`config.mk`:
```
export PLATFORM = sky130hd
export DESIGN_NAME = fetch_unit
export DESIGN_NICKNAME = d
export VERILOG_FILES = /design/src/rtl/fetch_unit.sv
export SDC_FILE = /design/constraint.sdc
export NUM_CORES = 1
export LEC_CHECK = 0
export ABC_AREA = 1
export CELL_PAD_IN_SITES_DETAIL_PLACEMENT = 1
export CELL_PAD_IN_SITES_GLOBAL_PLACEMENT = 1
export CORE_MARGIN = 4
export CORE_UTILIZATION = 51
export DETAILED_ROUTE_END_ITERATION = 12
export DONT_BUFFER_PORTS = 1
export MAX_ROUTING_LAYER = met4
export PLACE_DENSITY = 0.77
export SYNTH_ARGS = -nofsm -noshare
export SYNTH_HDL_FRONTEND = slang
export SYNTH_SLANG_ARGS = --single-unit
```
`constraint.sdc`:
```
create_clock -name Clk -period 2.2 [get_ports Clk]
set_input_delay 0.11 -clock Clk [delete_from_list [all_inputs] [get_ports Clk]]
set_output_delay 0.11 -clock Clk [all_outputs]
set_load 0.1 [all_outputs]
```
`src/rtl/fetch_unit.sv`:
```
// fetch_unit: owns the program counter and registers the fetched ROM word for Control.
// Taken branches redirect through a small target LUT and cost one bubble cycle.
// A Start/Done handshake frames each program; retired instructions are counted.
module fetch_unit #(
  parameter int PC_W                 = 10,
  parameter int INSTR_W              = 9,
  parameter int LUT_AW               = 5,
  parameter logic [INSTR_W-1:0] HALT_INSTR = 9'h1FF,
  parameter int CNT_W                = 16
) (
  input  logic               Clk,
  input  logic               Reset,
  input  logic               Start,
  input  logic               Stall,
  input  logic               Branch,
  input  logic               BranchTaken,
  input  logic [LUT_AW-1:0]  BranchIdx,
  input  logic               LutWe,
  input  logic [LUT_AW-1:0]  LutAddr,
  input  logic [PC_W-1:0]    LutData,
  input  logic [INSTR_W-1:0] InstrIn,
  output logic [PC_W-1:0]    ProgCtr,
  output logic [INSTR_W-1:0] Instr,
  output logic               InstrValid,
  output logic               Done,
  output logic [CNT_W-1:0]   InstrCount
);

  typedef enum logic [1:0] {IDLE, RUN, HALT} state_t;

  state_t            state;
  logic [PC_W-1:0]   lut [2**LUT_AW];

  logic              is_halt;
  logic              is_taken;
  logic [CNT_W-1:0]  cnt_next;

  assign is_halt  = InstrValid && (Instr == HALT_INSTR);
  assign is_taken = InstrValid && Branch && BranchTaken;
  // Saturating increment; callers only use it when the current word is valid.
  assign cnt_next = (InstrCount == {CNT_W{1'b1}}) ? InstrCount : InstrCount + CNT_W'(1);

  // Target LUT: loaded only while no program is running, never reset.
  always_ff @(posedge Clk) begin
    if (LutWe && (state != RUN))
      lut[LutAddr] <= LutData;
  end

  // Control FSM with PC, instruction register, done flag and retire counter.
  always_ff @(posedge Clk or posedge Reset) begin
    if (Reset) begin
      state      <= IDLE;
      ProgCtr    <= '0;
      Instr      <= '0;
      InstrValid <= 1'b0;
      Done       <= 1'b0;
      InstrCount <= '0;
    end else begin
      case (state)
        IDLE, HALT: begin
          if (Start) begin
            state      <= RUN;
            ProgCtr    <= '0;
            InstrValid <= 1'b0;
            InstrCount <= '0;
            Done       <= 1'b0;
          end
        end
        RUN: begin
          // Stall freezes everything, including a branch or halt waiting on Instr.
          if (!Stall) begin
            if (is_halt) begin
              state      <= HALT;
              Done       <= 1'b1;
              InstrValid <= 1'b0;
              InstrCount <= cnt_next;
            end else if (is_taken) begin
              // Redirect and squash the word fetched from the fall-through PC.
              ProgCtr    <= lut[BranchIdx];
              Instr      <= '0;
              InstrValid <= 1'b0;
              InstrCount <= cnt_next;
            end else begin
              ProgCtr    <= ProgCtr + PC_W'(1);
              Instr      <= InstrIn;
              InstrValid <= 1'b1;
              if (InstrValid)
                InstrCount <= cnt_next;
            end
          end
        end
        default: state <= IDLE;
      endcase
    end
  end

endmodule
```
== After elaboration in Yosys (flattened, before gate mapping) ==
Memories as Yosys holds them, arrays and structs flattened.
Cells that the tools add are included.

* Flip-flop bits (word level): 39
* Memories: 1
* Bits in writable memories: 320
* Output and inout port bits: 37
* Word-level logic and storage cells: 61
* Input port bits: 36

* Equal/unequal tests: 10
* Bitwise logic cells: 2
* Reduce and logical (&&, ||, !) cells: 13
* Muxes and demuxes: 27
* Add/sub/neg operators: 2

{| class="wikitable"
|+ Memories
! memory !! words !! width !! read ports !! clocked after memory_dff !! write ports !! RTL line !! source
|-
| lut || 32 || 10 || 1 || 0 || 1 || 32 || <nowiki>logic [PC_W-1:0] lut [2**LUT_AW];</nowiki>
|}

{| class="wikitable"
|+ Operators with widths
! operator !! number
|-
| $mux 16 || 6
|-
| $mux 10 || 4
|-
| $pmux 16 s2 || 1
|-
| $pmux 10 s2 || 1
|-
| $add 16x1->16 const B || 1
|-
| $eq 16x16->1 const B || 1
|-
| $reduce_and 4->1 || 3
|-
| $add 10x1->10 const B || 1
|-
| $eq 9x9->1 const B || 1
|-
| $mux 9 || 1
|-
| $reduce_and 3->1 || 3
|-
| $mux 1 || 8
|-
| $ne 2x2->1 const B || 4
|-
| $mux 2 || 3
|-
| $logic_and 1x1->1 || 4
|-
| $ne 4x4->1 const B || 1
|-
| $pmux 1 s2 || 2
|-
| $pmux 2 s2 || 1
|-
| $eq 2x1->1 const B || 1
|-
| $eq 2x2->1 const B || 1
|-
| $logic_not 2->1 || 1
|-
| $ne 2x1->1 const B || 1
|-
| $not 1->1 || 2
|-
| $reduce_bool 2->1 || 1
|-
| $reduce_or 2->1 || 1
|}

== Depth between registers and ports, before layout ==
* Depth in word-level cells: 7
* Depth in mapped cells: 14
* Mapped depth without buffers: 12

== Least setup slack after synthesis ==
OpenSTA, ideal clock, no wires.

* Path kind: reg-to-reg
* From: reg InstrCount[0]
* To: reg InstrCount[0]
* Path buffers: 1
* Cell stages (with the launch flop): 10
* Required time: 2.077 ns
* Library setup time: 0.123 ns
* Clock period less this slack: 2.381 ns
* Arrival: 2.258 ns
* Slack: -0.181 ns
* Path through: dfrtp_1 ha_1 nand2_1 nor2_1 nand4_1 o211ai_2 nand2_2 buf_6 nand3_1 o21ai_2

* Cells in the longest elaborated chain, start to end: 7
* Elaborated cells on any way between the ends: 8
* Those cells by class: add/sub (1); eq/ne (1); mux (6)

{| class="wikitable"
|+ Ends and longest elaborated chain
! item !! RTL line !! source
|-
| start: declaration || 26 || <nowiki>output logic [CNT_W-1:0] InstrCount</nowiki>
|-
| start signal: assignment || 76 || <nowiki>InstrCount <= cnt_next;</nowiki>
|-
| start signal: assignment || 82 || <nowiki>InstrCount <= cnt_next;</nowiki>
|-
| start signal: assignment || 88 || <nowiki>InstrCount <= cnt_next;</nowiki>
|-
| $add 16x1->16 or $eq 16x16->1 (tied branches) || 41 || <nowiki>assign cnt_next = (InstrCount == {CNT_W{1'b1}}) ? InstrCount : InstrCount + CNT_W'(1);</nowiki>
|-
| $mux 16 * || 41 ||
|-
| $mux 16 || 87 || <nowiki>if (InstrValid)</nowiki>
|-
| $mux 16 || 77 || <nowiki>end else if (is_taken) begin</nowiki>
|-
| $mux 16 * || 72 || <nowiki>if (is_halt) begin</nowiki>
|-
| $mux 16 * || 71 || <nowiki>if (!Stall) begin</nowiki>
|-
| $pmux 16 s2 * || 59 || <nowiki>case (state)</nowiki>
|}

Every way passes the cells marked *; elsewhere a longest branch is shown, timed or not. The select of a mux whose other input is x is not followed.
A chain may end at the register's enable or synchronous reset.

== Final worst setup path ==
* From: reg InstrValid
* To: reg Instr[0]

* Cells in the longest elaborated chain, start to end: 3
* Elaborated cells on any way between the ends: 6
* Those cells by class: mux (1); bitwise (1); reduce/logical (4)

{| class="wikitable"
|+ Ends and longest elaborated chain
! item !! RTL line !! source
|-
| start: declaration || 24 || <nowiki>output logic InstrValid,</nowiki>
|-
| start signal: assignment || 55 || <nowiki>InstrValid <= 1'b0;</nowiki>
|-
| start signal: assignment || 64 || <nowiki>InstrValid <= 1'b0;</nowiki>
|-
| start signal: assignment || 75 || <nowiki>InstrValid <= 1'b0;</nowiki>
|-
| $logic_and 1x1->1, on equally long branches || 38, 39 ||
|-
| $not 1->1 (no line) or $logic_and 1x1->1 (tied branches) || - ||
|-
| $reduce_and 3->1 (no line) or $mux 9 (tied branches) || - ||
|-
| end signal: assignment || 85 || <nowiki>Instr <= InstrIn;</nowiki>
|-
| end: declaration || 23 || <nowiki>output logic [INSTR_W-1:0] Instr,</nowiki>
|}

Parallel ways exist; a longest one is shown, timed or not.

==> run_results.csv <==
group,metric,value,unit
yosys,count_of_flip_flops_with_a_built_in_enable_after_synthesis,320,
place,globalplace.congestion,0.822,
global_routing,grt_antenna_before_repair,5,
run_status,outcome,"complete, no violations",
worst_setup_path,worst_ep_required_time,2620,ps
power,power-per-cell-area,1020,nW/µm²
yosys,ys.warnings.count,0,
worst_setup_path,crit_path_max_fanout,10,
worst_setup_path,worst_r2r_path_depth,7,
detailed_routing,route.detailed.drc,0,
layout,num-fill-cells,3131,
place,post_dp_cell_area,16200,µm²
worst_setup_path,worstSetupStartpointType,"register",
clock_network,path_clk_slew,60,ps
detailed_routing,antenna_violating_nets_post_route,0,
timing,slew-limit-headroom,46.9,%
global_routing,global_route.overflow_total,0,
worst_setup_path,critical-path-top-cell-by-count,"nand2_1",
clock_network,tritoncts,"built",
detailed_routing,avgViaCountPerCell,5.84,
clock_network,max-clock-path-buffers,3,
timing,setup_total_negative_slack,0,ps
layout,drive_gt1_share,12.0,%
layout,final_common_cell,"nand2_1",
yosys,synth_area,15400,µm²
worst_setup_path,end_kind,"register",
timing,max_clock_freq,0.478,GHz
worst_setup_path,crit_path_max_cell_delay,540,ps
hold_path,hold_path_class,"in2reg",
clock_network,root_buffer,"clkbuf_16",
die,core,29700,µm²
timing,worst_pin_slew,795,ps
global_routing,first_global_vias,12000,
die,fp.dieW,182,µm
yosys,postSynth.asyncResetShare,10.9,%
global_routing,grtUsageTotal,28.9,%
detailed_routing,detail_route.wirelength,46800,µm
yosys,yosysUniqueCellTypes,36,
clock_network,cts_htree_levels,2,
layout,layout_common_cells,"nand2_1 (503), edfxtp_1 (320), nand3_1 (309)",
timing,min_clock_period_post_route,2090,ps
power,power.ir.vdd_worst,0.728,mV
layout,post-route-cell-area,17900,µm²
detailed_routing,vias,11300,
detailed_routing,avgRoutedWirePerCell,24.1,µm
global_routing,grt_first_pass_wirelength,71000,µm
run,max-cap-violations,0,
layout,area.growth.synth_to_final,16.2,%
timing,timing.clock.skew,19.3,ps
yosys,synth_flop_cell,"edfxtp_1",
die,ios,73,
yosys,post_synth_main_area_contributors,"edfxtp_1 (62%), nand2_1 (12%), nand3_1 (10%)",
place,portBuffers,0,
timing,slew_viol_final,0,
clock_network,worstSkewPairLatency,540,ps
worst_setup_path,path_cells,"nand2_1 > o31ai_4 > nor2_4 > buf_4 > nand3_1 > dlygate4sd3_1 > nand2_1",
yosys,netlist.top_cell.by_area,"edfxtp_1",
power,leakage,6.88,nW
hold_path,cell_count_of_the_worst_hold_path,6,
timing,rsz0062_at_grt,"no",
clock_network,clock_sinks,359,
yosys,postSynthRegisterBits,359,
detailed_routing,detail_route.iter0.violations,937,
die,num_rows,63,
yosys,synthCells,1420,
yosys,seq_area_frac_synth,68.7,%
timing,setup_violations,0,
worst_setup_path,timing_worst_setup_path_type,"reg2reg",
global_routing,grt_max_degree,162,
yosys,yosysTopAreaCellShare,62.4,%
yosys,post_synth.cell_area_avg,10.8,µm²
die,die_area,33000,µm²
yosys,synth.net_count,1458,
timing,period_share,95.1,%
worst_setup_path,crit_arrival,2510,ps
place,detailed_place_hpwl,27500,µm
layout,final_net_count,1561,
die,die_height,182,µm
worst_setup_path,cpMaxStageDelayCell,"dlygate4sd3_1",
detailed_routing,drt_pre_antenna_iters,5,
die,initial_utilization,51.8,%
timing,timing_hold_violations_final,0,
clock_network,cts_inserted_buffers,39,
==> report_power, final <==
group	internal, W	switching [W]
registers	0.00770	0.000247
logic	0.000944	0.00324
clock network	0.00356	0.00260
total	0.0122	0.00609
==> flip-flops by register name, indices dropped and copies added (netlist names) <==
| register | count |
|---|---|
| lut | 320 |
| InstrCount | 16 |
| ProgCtr | 10 |
| Done | 1 |
| state | 2 |
| Instr | 9 |
| InstrValid | 1 |
==> worst paths after layout <==
kind,from,to,slack [ps]
min reg2reg,Done,Done,520
min in group asynchronous,Reset,InstrCount[15],180
max in group asynchronous,Reset,ProgCtr[1],1640
max,InstrValid,Instr[0],110
min,BranchIdx[3],ProgCtr[8],30
max reg2reg,InstrValid,Instr[0],110
==> synth_stat cells (6+ instances only) <==
| master | instances |
|---|---|
| inv_1 | 33 |
| buf_4 | 10 |
| clkbuf_1 | 14 |
| o21ai_1 | 8 |
| buf_2 | 31 |
| dfrtp_1 | 39 |
| nor2_1 | 59 |
| buf_6 | 15 |
| nand4_1 | 7 |
| o21ai_2 | 7 |
| edfxtp_1 | 320 |
| o21ai_0 | 6 |
| nor3_1 | 9 |
| a21oi_1 | 8 |
| nand2_1 | 503 |
| nand3_1 | 309 |
| xor2_1 | 10 |
==> final cells by class <==
| type | count | area (µm²) | share of cell area [%] |
|---|---|---|---|
| well taps | 390 | 488 | 2.73 |
| repair buffers | 138 | 1290 | 7.23 |
| clock inverters | 16 | 103 | 0.573 |
| multi-input cells | 943 | 4170 | 23.3 |
| clock buffers | 49 | 1080 | 6.01 |
| flip-flops and latches | 359 | 10600 | 59.2 |
| inverters | 42 | 164 | 0.916 |
| diodes | 5 | 12.5 | 0.0699 |
==> worst max-delay path, delay by kind of cell, from the launching register on <==
family / cells / cell delay [ps]
buffers and inverters: 2 / 730
flip-flops: 1 / 510
AND/OR/NAND/NOR: 4 / 390
AO/OA/AOI/OAI: 1 / 340
==> per-layer routing <==
| layer | vias up | GRT usage [%] | part of all wire [%] |
|---|---|---|---|
| li1 | 5117 | - | - |
| met1 | 5697 | 35.8 | 39 |
| met2 | 431 | 48.3 | 51 |
| met3 | 97 | 5.65 | 7.0 |
| met4 | 0 | 9.49 | 3.2 |
| met5 | - | - | 0 |
==> through the flow <==
step | utilization [%] | instances | worst slack, ps | total power [W] | hold slack [ps]
floorplan | - | 1420 | 19.2 | 0.0111 | 209
global placement | 54.4 | 1827 | 320 | 0.0118 | 162
detailed placement | 54.4 | 1827 | 230 | 0.0119 | 159
CTS | 60.1 | 1935 | 35.8 | 0.0183 | 10.8
global route | 60.2 | 1942 | 7.61 | 0.0189 | 65.8
finish | 60.2 | 1942 | 108 | 0.0183 | 25.8
==> cell families after synthesis <==
group           Yosys count  synth area share [%]
simple gates            897                  24.8
fa+ha+maj                 2                 0.162
buf+inv                 118                  4.22
flops                   359                  68.7
xor+xnor                 10                 0.569
compound gates           34                  1.48
==> repair_timing <==
action / CTS / global route
hold buffers: 43 / 0
endpoints found under the setup margin: 0 / 1
buffers inserted: 0 / 2
hold endpoints to repair: 382 / 0
gates resized for setup: 0 / 1
No activity file was read; power rests on OpenSTA's default activity.
